`config.mk`:
```
export PLATFORM = sky130hd
export DESIGN_NAME = button_toggle_led
export DESIGN_NICKNAME = d
export VERILOG_FILES = /design/src/rtl/button_toggle_led_pkg.sv /design/src/rtl/button_debouncer.sv /design/src/rtl/button_toggle_led.sv
export SDC_FILE = /design/constraint.sdc
export NUM_CORES = 1
export LEC_CHECK = 0
export CORE_AREA = 2 2 39 41
export CTS_CLUSTER_DIAMETER = 60
export DETAILED_ROUTE_END_ITERATION = 8
export DIE_AREA = 0 0 41 43
export PLACE_DENSITY = 0.37
export RECOVER_POWER = 25
export REMOVE_ABC_BUFFERS = 1
export SLEW_MARGIN = 0
export SYNTH_ARGS = -nofsm -noshare
export SYNTH_HDL_FRONTEND = slang
export SYNTH_HIERARCHICAL = 1
export SYNTH_SLANG_ARGS = --single-unit
```
`constraint.sdc`:
```
create_clock -name clk -period 2.41 [get_ports clk]
set_input_delay 0.482 -clock clk [delete_from_list [all_inputs] [get_ports clk]]
set_output_delay 0.482 -clock clk [all_outputs]
set_load 0.01 [all_outputs]
```
`src/rtl/button_toggle_led_pkg.sv`:
```
// Shared constants and helpers for the push-button / LED block.
package button_toggle_led_pkg;

   localparam int DEFAULT_DEBOUNCE_CYCLES = 4;

   // Counter must be able to hold 0..cycles, hence the +1.
   function automatic int counterWidth(input int cycles);
      return (cycles < 1) ? 1 : $clog2(cycles + 1);
   endfunction

endpackage

```
`src/rtl/button_debouncer.sv`:
```
// Synchronizes a raw button level, debounces it and emits a one-cycle
// pulse on every accepted 0->1 transition.
module button_debouncer
   import button_toggle_led_pkg::*;
#(
   parameter int DEBOUNCE_CYCLES = DEFAULT_DEBOUNCE_CYCLES
) (
   input  logic clk,
   input  logic rst,
   input  logic button,
   output logic pressed
);

   localparam int CW = counterWidth(DEBOUNCE_CYCLES);
   localparam logic [CW-1:0] LAST_COUNT = CW'(DEBOUNCE_CYCLES - 1);

   logic          sync1_q;
   logic          sync2_q;
   logic          deb_q;
   logic          deb_d;
   logic [CW-1:0] cnt_q;
   logic [CW-1:0] cnt_d;
   logic          pressed_q;
   logic          pressed_d;

   // Any sample that agrees with the accepted level restarts the qualification window.
   always_comb begin
      deb_d     = deb_q;
      cnt_d     = cnt_q;
      pressed_d = 1'b0;
      if (sync2_q == deb_q) begin
         cnt_d = '0;
      end else if (cnt_q == LAST_COUNT) begin
         deb_d     = sync2_q;
         cnt_d     = '0;
         pressed_d = sync2_q;
      end else begin
         cnt_d = cnt_q + CW'(1);
      end
   end

   always_ff @(posedge clk or posedge rst) begin
      if (rst) begin
         sync1_q   <= 1'b0;
         sync2_q   <= 1'b0;
         deb_q     <= 1'b0;
         cnt_q     <= '0;
         pressed_q <= 1'b0;
      end else begin
         sync1_q   <= button;
         sync2_q   <= sync1_q;
         deb_q     <= deb_d;
         cnt_q     <= cnt_d;
         pressed_q <= pressed_d;
      end
   end

   assign pressed = pressed_q;

endmodule

```
`src/rtl/button_toggle_led.sv`:
```
// Top-level user-input block: button pin in, toggling LED out, press pulse exported.
module button_toggle_led
   import button_toggle_led_pkg::*;
#(
   parameter int DEBOUNCE_CYCLES   = DEFAULT_DEBOUNCE_CYCLES,
   parameter bit BUTTON_ACTIVE_LOW = 1'b0,
   parameter bit LED_RESET_VALUE   = 1'b0
) (
   input  logic clk,
   input  logic rst,
   input  logic button,
   output logic pressed,
   output logic led
);

   logic buttonCond;
   logic pressPulse;
   logic led_q;
   logic led_d;

   // Normalise polarity so the debouncer always sees pressed = 1.
   assign buttonCond = button ^ BUTTON_ACTIVE_LOW;

   button_debouncer #(
      .DEBOUNCE_CYCLES(DEBOUNCE_CYCLES)
   ) u_debouncer (
      .clk    (clk),
      .rst    (rst),
      .button (buttonCond),
      .pressed(pressPulse)
   );

   assign led_d = led_q ^ pressPulse;

   always_ff @(posedge clk or posedge rst) begin
      if (rst) begin
         led_q <= LED_RESET_VALUE;
      end else begin
         led_q <= led_d;
      end
   end

   assign pressed = pressPulse;
   assign led     = led_q;

endmodule

```
## Word-level counts from Yosys, hierarchy flattened

Cells that the tools add are included.
W data, S select, Z words.

| operators by class | value |
|---|---|
| add/subtract/negate cells | 1 |
| equality and inequality tests | 2 |
| multiplexer cells | 4 |
| bitwise gates (word level) | 2 |
| reductions and logical operators | 1 |

Operators with widths:

| cell | number |
|---|---|
| $mux W3 | 2 |
| $add A3 B1 Y3 const B | 1 |
| $eq A3 B2 Y1 const B | 1 |
| $mux W1 | 2 |
| $reduce_and A2 Y1 | 1 |
| $eq A1 B1 Y1 | 1 |
| $not A1 Y1 | 1 |
| $xor A1 B1 Y1 | 1 |

| word-level totals | value |
|---|---|
| register bits | 8 |
| output and inout bits | 2 |
| word-level logic and storage cells | 16 |

## Depth between registers and ports, before layout

Gate-level depths: netlist (run 1).

| logic depth | value |
|---|---|
| word-level depth | 3 |
| mapped depth | 3 |
| gate-level depth less buffers | 3 |

## Cells and area by module

Netlist (run 1), hierarchy kept.

By module, submodules not included:

| module | instances | cells an instance | area an instance (um2) | seq. area each (um2) |
|---|---|---|---|---|
| button_debouncer | 1 | 16 | 260.2 | 175.2 |
| button_toggle_led | 1 | 3 | 37.5 | 25.0 |

## Least setup slack after synthesis (run 1)

No wires, ideal clock.

| path | value |
|---|---|
| path type | register -> register |
| from | reg u_debouncer.cnt_q[0] |
| to | reg u_debouncer.deb_q |
| setup time | 0.125 ns |
| arrival | 0.975 ns |
| data required time | 2.285 ns |
| path slack | 1.311 ns |
| stages on the path, launching flop included | 4 |
| buffers on the path | 0 |
| cell sequence | dfrtp_1 ha_1 nor2b_4 mux2_2 |

| on the way | value |
|---|---|
| longest elaborated chain between the ends | 2 |

Ends and longest elaborated chain:

| what | RTL line | text |
|---|---|---|
| start: declaration | button_debouncer.sv:21 | `logic [CW-1:0] cnt_q;` |
| start signal: assignment | button_debouncer.sv:53 | `cnt_q <= cnt_d;` |
| $eq A3 B2 Y1 | button_debouncer.sv:33 | `end else if (cnt_q == LAST_COUNT) begin` |
| $reduce_and A2 Y1 (no source line) | - |  |
| end signal: assignment | button_debouncer.sv:46 | `deb_q <= 1'b0;` |
| end signal: assignment | button_debouncer.sv:52 | `deb_q <= deb_d;` |
| end: declaration | button_debouncer.sv:19 | `logic deb_q;` |

No other way between the ends.
A chain may end at the register's enable or synchronous reset.

## Worst setup path in the final report (run 1)

| path | value |
|---|---|
| from | reg led_q (netlist: led) |
| to | out led |

RTL lines:

| what | RTL line | text |
|---|---|---|
| start: declaration | button_toggle_led.sv:18 | `logic led_q;` |
| start signal: assignment | button_toggle_led.sv:39 | `led_q <= led_d;` |
| end: declaration | button_toggle_led.sv:13 | `output logic led` |

No word-level cell between the ends.

==> results.toml, run 1 <==
[outcome]
status = "complete, no violations"

[pwr]
internal-power_mw = 0.2818
pwr-share-clk_pct = 26.2
cellLeakagePower_nw = 0.1812
p_sw_share_pct = 25.75
p_comb_share_pct = 24.6
p_seq_share_pct = 49.2
power.density_mw_per_mm2 = 997.8
ir_drop_mv = 0.3582
p_sw_mw = 0.09772

[die]
ios = 5
core_sq_mm = 0.001384
die_x_um = 41
start_util_pct = 21.52
dieArea_sq_mm = 0.001763
rows = 14
die_h_um = 43

[clock_tree]
htree_levels = 1
clk_pin_slew_ns = 0.06
post_cts_resized = 0
clkLatencyLatePin_ns = 0.25
cts_buffers = 3
root_buffer = "clkbuf_4"
cts_tree = "built"
ctsHoldBuffers = 0
cts_buffer_depth = 2
postCtsSetupRepairBufs = 0
clkSinkCount = 8

[synth]
ys_ff_latch = 8
ys_warn_count = 6
synth-seq-area-share_pct = 67.23
synthesis.area_sq_um = 297.8
syn_inst = 19
synth.distinct_cells = 11
avgSynthCellArea_sq_um = 15.67

[worst_setup_path]
critical_path_class = "reg2out"
reg2reg_slack_ns = 1.22
r2r_start = "u_debouncer/cnt_q[0]"
max_stage_delay_ns = 0.54
start_kind = "flip-flop"
critPathSlowestCell = "clkdlybuf4s50_1"
path_cells = "clkdlybuf4s50_1"
worst-path-buf-inv = 1
reg2reg_depth = 3
crit_path_end_kind = "primary output"
cp_max_fo = 2
crit_family = "buffers and inverters"
required_ns = 1.93
regToRegEndpoint = "u_debouncer/deb_q"
arrival_ns = 1.14

[layout]
drive_above_1_share_pct = 26.92
final.fill_count = 136
area_growth_pct = 27.73
fin_nets = 32
design_area_sq_um = 380.4
num_antenna_cells = 0

[grt]
grt_overflow = 0
antenna_found_initial = 0
grt_util_all_layers_pct = 6.288
grt_pass1_wl_um = 641
grt_pass1_vias = 164
grt_start_max_net_pins = 8

[timing]
slew_headroom_pct = 79.58
drv_slew = 0
fin_tns_setup_ns = 0
setup_slack_ns = 0.7858
hold_slack_ns = 0.3580
max_freq_mhz = 615.7
period_needed_ns = 1.624
grt_setup_unrepaired = "no"
tightestPinTransition_ns = 0.3040
setup_viol = 0
finalCritPeriodShare_pct = 67.39
hold_violations = 0
finalClockSkew_ns = 0.007610

[min_path]
hold_path.startpoint = "u_debouncer/sync1_q"
hold_depth = 0
hp-class = "reg2reg"
hold_end = "u_debouncer/sync2_q"

[route]
dr.first_iter.drc_count = 6
drtPass1Iterations = 2
routed_via_density = 3.786
wl_um = 371
ant_nets = 0
wl_per_cell_um = 8.833
drc = 0
vias = 159

[placed_design]
dpl_worst_slack_ns = 1.055
io_buffers = 4
placed_cell_area_sq_um = 357.8
place_hpwl_um = 286.5
routabilityCongestion = 0.6298

[run]
drv_cap = 0
-- power groups by stage --
| stage | Sequential (mW) | Combinational [mW] | Clock (mW) |
|---|---|---|---|
| 2_1_floorplan | 0.191 | 0.0599 | 0 |
| 3_3_place_gp | 0.188 | 0.0929 | 0 |
| 3_5_place_dp | 0.189 | 0.0956 | 0 |
| 4_1_cts | 0.187 | 0.0958 | 0.105 |
| 5_1_grt | 0.190 | 0.105 | 0.110 |
| 6_report | 0.187 | 0.0932 | 0.0995 |
-- sequential cells by signal, summed over array words and instances (netlist names) --
signal / cells
u_debouncer/sync1_q: 1
u_debouncer/sync2_q: 1
u_debouncer/deb_q: 1
u_debouncer/cnt_q: 3
led: 1
u_debouncer/pressed: 1
-- area by class of cell --
cell class | count | area (sq um) | share of cell area [%]
clock buffer | 3 | 22.52 | 5.921
multi-input combinational | 9 | 90.09 | 23.68
sequential | 8 | 200.2 | 52.63
tap | 16 | 20.02 | 5.263
timing repair buffer | 4 | 40.04 | 10.53
inverter | 2 | 7.507 | 1.974
-- per-layer routing --
metal / vias up / track usage (%) / share of wire [%]
li1: 76 / - / -
met1: 74 / 5.980 / 42
met2: 7 / 7.187 / 44
met3: 2 / 6.283 / 12
met4: 0 / 6.000 / 2.2
met5: - / 0 / 0
-- kinds of logic after synthesis --
group / synth area share [%]
xor gates and xnor gates: 5.883
adders and majority gates: 4.201
buffers and inverters: 2.522
DFF: 67.23
muxes: 3.781
and+or+nand+nor: 16.38
-- worst max-delay path by stage --
stage / from / endpoint / slack [ns] / cells past startpoint
floorplan: u_debouncer/cnt_q[0] / u_debouncer/deb_q / 1.31 / 3
global route: u_debouncer/pressed / pressed / 0.75 / 1
finish: led / led / 0.79 / 1
detailed placement: led / led / 1.05 / 1
CTS: led / led / 0.78 / 1
global placement: led / led / 1.06 / 1
-- cells in the final DEF, fill, tap and decap left out --
cell type and n:
dlygate4sd3_1 2, mux2_2 1, ha_1 1, clkdlybuf4s50_1 2, xor2_1 1, nor3b_1 1
inv_1 2, xnor2_1 1, clkbuf_4 3, nor3_1 1, nor3b_2 1, dfrtp_1 8
nor2b_4 1, and3b_2 1
-- synth_stat cells --
cell	instances	area [sq um]
and3b_2	1	10.01
dfrtp_1	8	200.2
ha_1	1	12.51
inv_1	2	7.510
mux2_2	1	11.26
nor2b_4	1	13.76
nor3_1	1	5.000
nor3b_1	1	7.510
nor3b_2	1	12.51
xnor2_1	1	8.760
xor2_1	1	8.760
-- per-stage QoR --
stage | power [mW] | std cells | util [%]
final | 0.3795 | 42 | 27.49
after global routing | 0.4040 | 42 | 27.49
after CTS | 0.3874 | 42 | 27.49
after detailed placement | 0.2849 | 39 | 25.86
after global placement | 0.2806 | 39 | 25.86
after floorplan | 0.2508 | 19 | -
-- worst register-to-register path, stage by stage (launching register included) --
cell	delay (ns)
dfrtp_1	0.36
ha_1	0.18
nor2b_4	0.20
mux2_2	0.34
Power figures use the tool's default switching activity.
==> run 2, diff against run 1 <==
PLACE_DENSITY = 0.39   (was 0.37)
clock period = 1.3 ns   (was 2.41 ns; I/O delays follow)
==> run 2 against run 1 <==
Effect of this change: final area fell by 0.66%; die area unchanged; critical path type unchanged; sequential share of layout area increased by 0.35 points; clock skew shrank 0.0075 ns; flip-flop and latch count did not move; power grew 82%; non-clock buffer count stayed put; clock power increased by 85%; largest power group unchanged; worst setup slack got worse by 0.67 ns.
==> results.toml, run 2 (synthesized netlist as in run 1, its figures left out) <==
[outcome]
status = "complete, no violations"

[pwr]
p_seq_share_pct = 50.3
internal-power_mw = 0.5107
p_sw_share_pct = 26.26
cellLeakagePower_nw = 0.1880
p_comb_share_pct = 23.1
pwr-share-clk_pct = 26.6
ir_drop_mv = 0.5369
power.density_mw_per_mm2 = 1833
power_mw = 0.6926
p_sw_mw = 0.1819

[grt]
use_met2_pct = 9.063
grt_pass1_wl_um = 772
antenna_found_initial = 0
use_met1_pct = 7.641
grt_overflow = 0
grt.busiest_layer = "met2"
grt_pass1_vias = 191
grt_util_all_layers_pct = 7.404
met3_usage_pct = 4.712
grt_start_max_net_pins = 8

[route]
routed_via_density = 3.857
ant_nets = 0
wl_per_cell_um = 9.595
wl_um = 403
drtPass1Iterations = 2
drc = 0
vias = 162
dr.first_iter.drc_count = 4

[clock_tree]
root_buffer = "clkbuf_4"
clk_pin_slew_ns = 0.05
htree_levels = 1
clkSinkCount = 8
postCtsSetupRepairBufs = 0
cts_buffer_depth = 2
clkLatencyLatePin_ns = 0.25
cts_tree = "built"
cts_buffers = 3

[die]
dieArea_sq_mm = 0.001763
die_x_um = 41
die_h_um = 43
core_sq_mm = 0.001384
ios = 5
rows = 14
start_util_pct = 21.52

[worst_setup_path]
crit_path_end_kind = "primary output"
crit_family = "flip-flops"
cp_max_fo = 2
required_ns = 1.04
critPathSlowestCell = "dfrtp_1"
reg2reg_slack_ns = 0.14
arrival_ns = 0.92
max_stage_delay_ns = 0.39
critical_path_class = "reg2out"
path_cells = "dlygate4sd2_1"
worst-path-buf-inv = 1
start_kind = "flip-flop"

[timing]
finalClockSkew_ns = 0.0001179
tightestPinTransition_ns = 0.2721
slew_headroom_pct = 81.73
finalCritPeriodShare_pct = 90.93
grt_setup_unrepaired = "no"
setup_viol = 0
max_freq_mhz = 846.0
drv_slew = 0
period_needed_ns = 1.182
hold_violations = 0
setup_slack_ns = 0.1179
fin_tns_setup_ns = 0

[placed_design]
placed_cell_area_sq_um = 357.8
io_buffers = 4
place_hpwl_um = 307.9
dpl_worst_slack_ns = 0.1480
routabilityCongestion = 0.7073

[layout]
max_flop_register = "u_debouncer/cnt_q"
design_area_sq_um = 377.9
drive_above_1_share_pct = 26.92
num_antenna_cells = 0
area_growth_pct = 26.89
final.fill_count = 142
multi_input_area_sq_um = 90.09
utilization_pct = 27.31
seq_area_sq_um = 200.2
largest_reg_flops = 3
layout.cells.most_common = "dfrtp_1"
mostFrequentLayoutCells = "8 x dfrtp_1, 3 x clkbuf_4, 2 x inv_1, 2 x dlygate4sd3_1, 2 x dlygate4sd2_1"
fin_nets = 32

[run]
drv_cap = 0

[min_path]
hp-class = "in2async"
==> run 2: cell types whose count changed in the layout (fill, tap and decap cells not counted), sizes merged <==
cell and change:
clkdlybuf4s50 -2, dlygate4sd2 +2
==> run 2: area by class of cell <==
type	count	area share [%]
clock buffer	3	5.960
inverter	2	1.987
multi-input combinational	9	23.84
sequential	8	52.98
tap	16	5.298
timing repair buffer	4	9.934
==> run 2: final timing paths <==
path / from / end / cells after the start
min reg2reg: u_debouncer/sync1_q / u_debouncer/sync2_q / 0
min: rst / led / 2
max in group asynchronous: rst / u_debouncer/cnt_q[1] / 2
min in group clk: u_debouncer/sync1_q / u_debouncer/sync2_q / 0
max: led / led / 1
max reg2reg: u_debouncer/cnt_q[0] / u_debouncer/deb_q / 3
==> run 2: per-layer routing <==
| layer | vias up | routed length (um) |
|---|---|---|
| li1 | 77 | - |
| met1 | 77 | 180 |
| met2 | 5 | 181 |
| met3 | 3 | 25 |
| met4 | 0 | 16 |
| met5 | - | 0 |
==> run 2: power groups by stage <==
stage                     combinational [mW]  clock (mW)  sequential, mW
after floorplan                        0.111           0           0.354
after global placement                 0.178           0           0.350
after detailed placement               0.179           0           0.353
after CTS                              0.165       0.193           0.348
after global routing                   0.188       0.212           0.360
final                                  0.160       0.184           0.348
==> run 2: per-stage QoR <==
step	hold slack (ns)	instances
final	0.3030	42
after global routing	0.2919	42
after CTS	0.1637	42
after detailed placement	0.3486	39
after global placement	0.3413	39
after floorplan	-0.01129	19
==> run 2: repair_timing <==
item | CTS | global route
hold buffers | 0 | 0
gates resized for setup | 2 | 0
setup endpoints to repair | 2 | 0
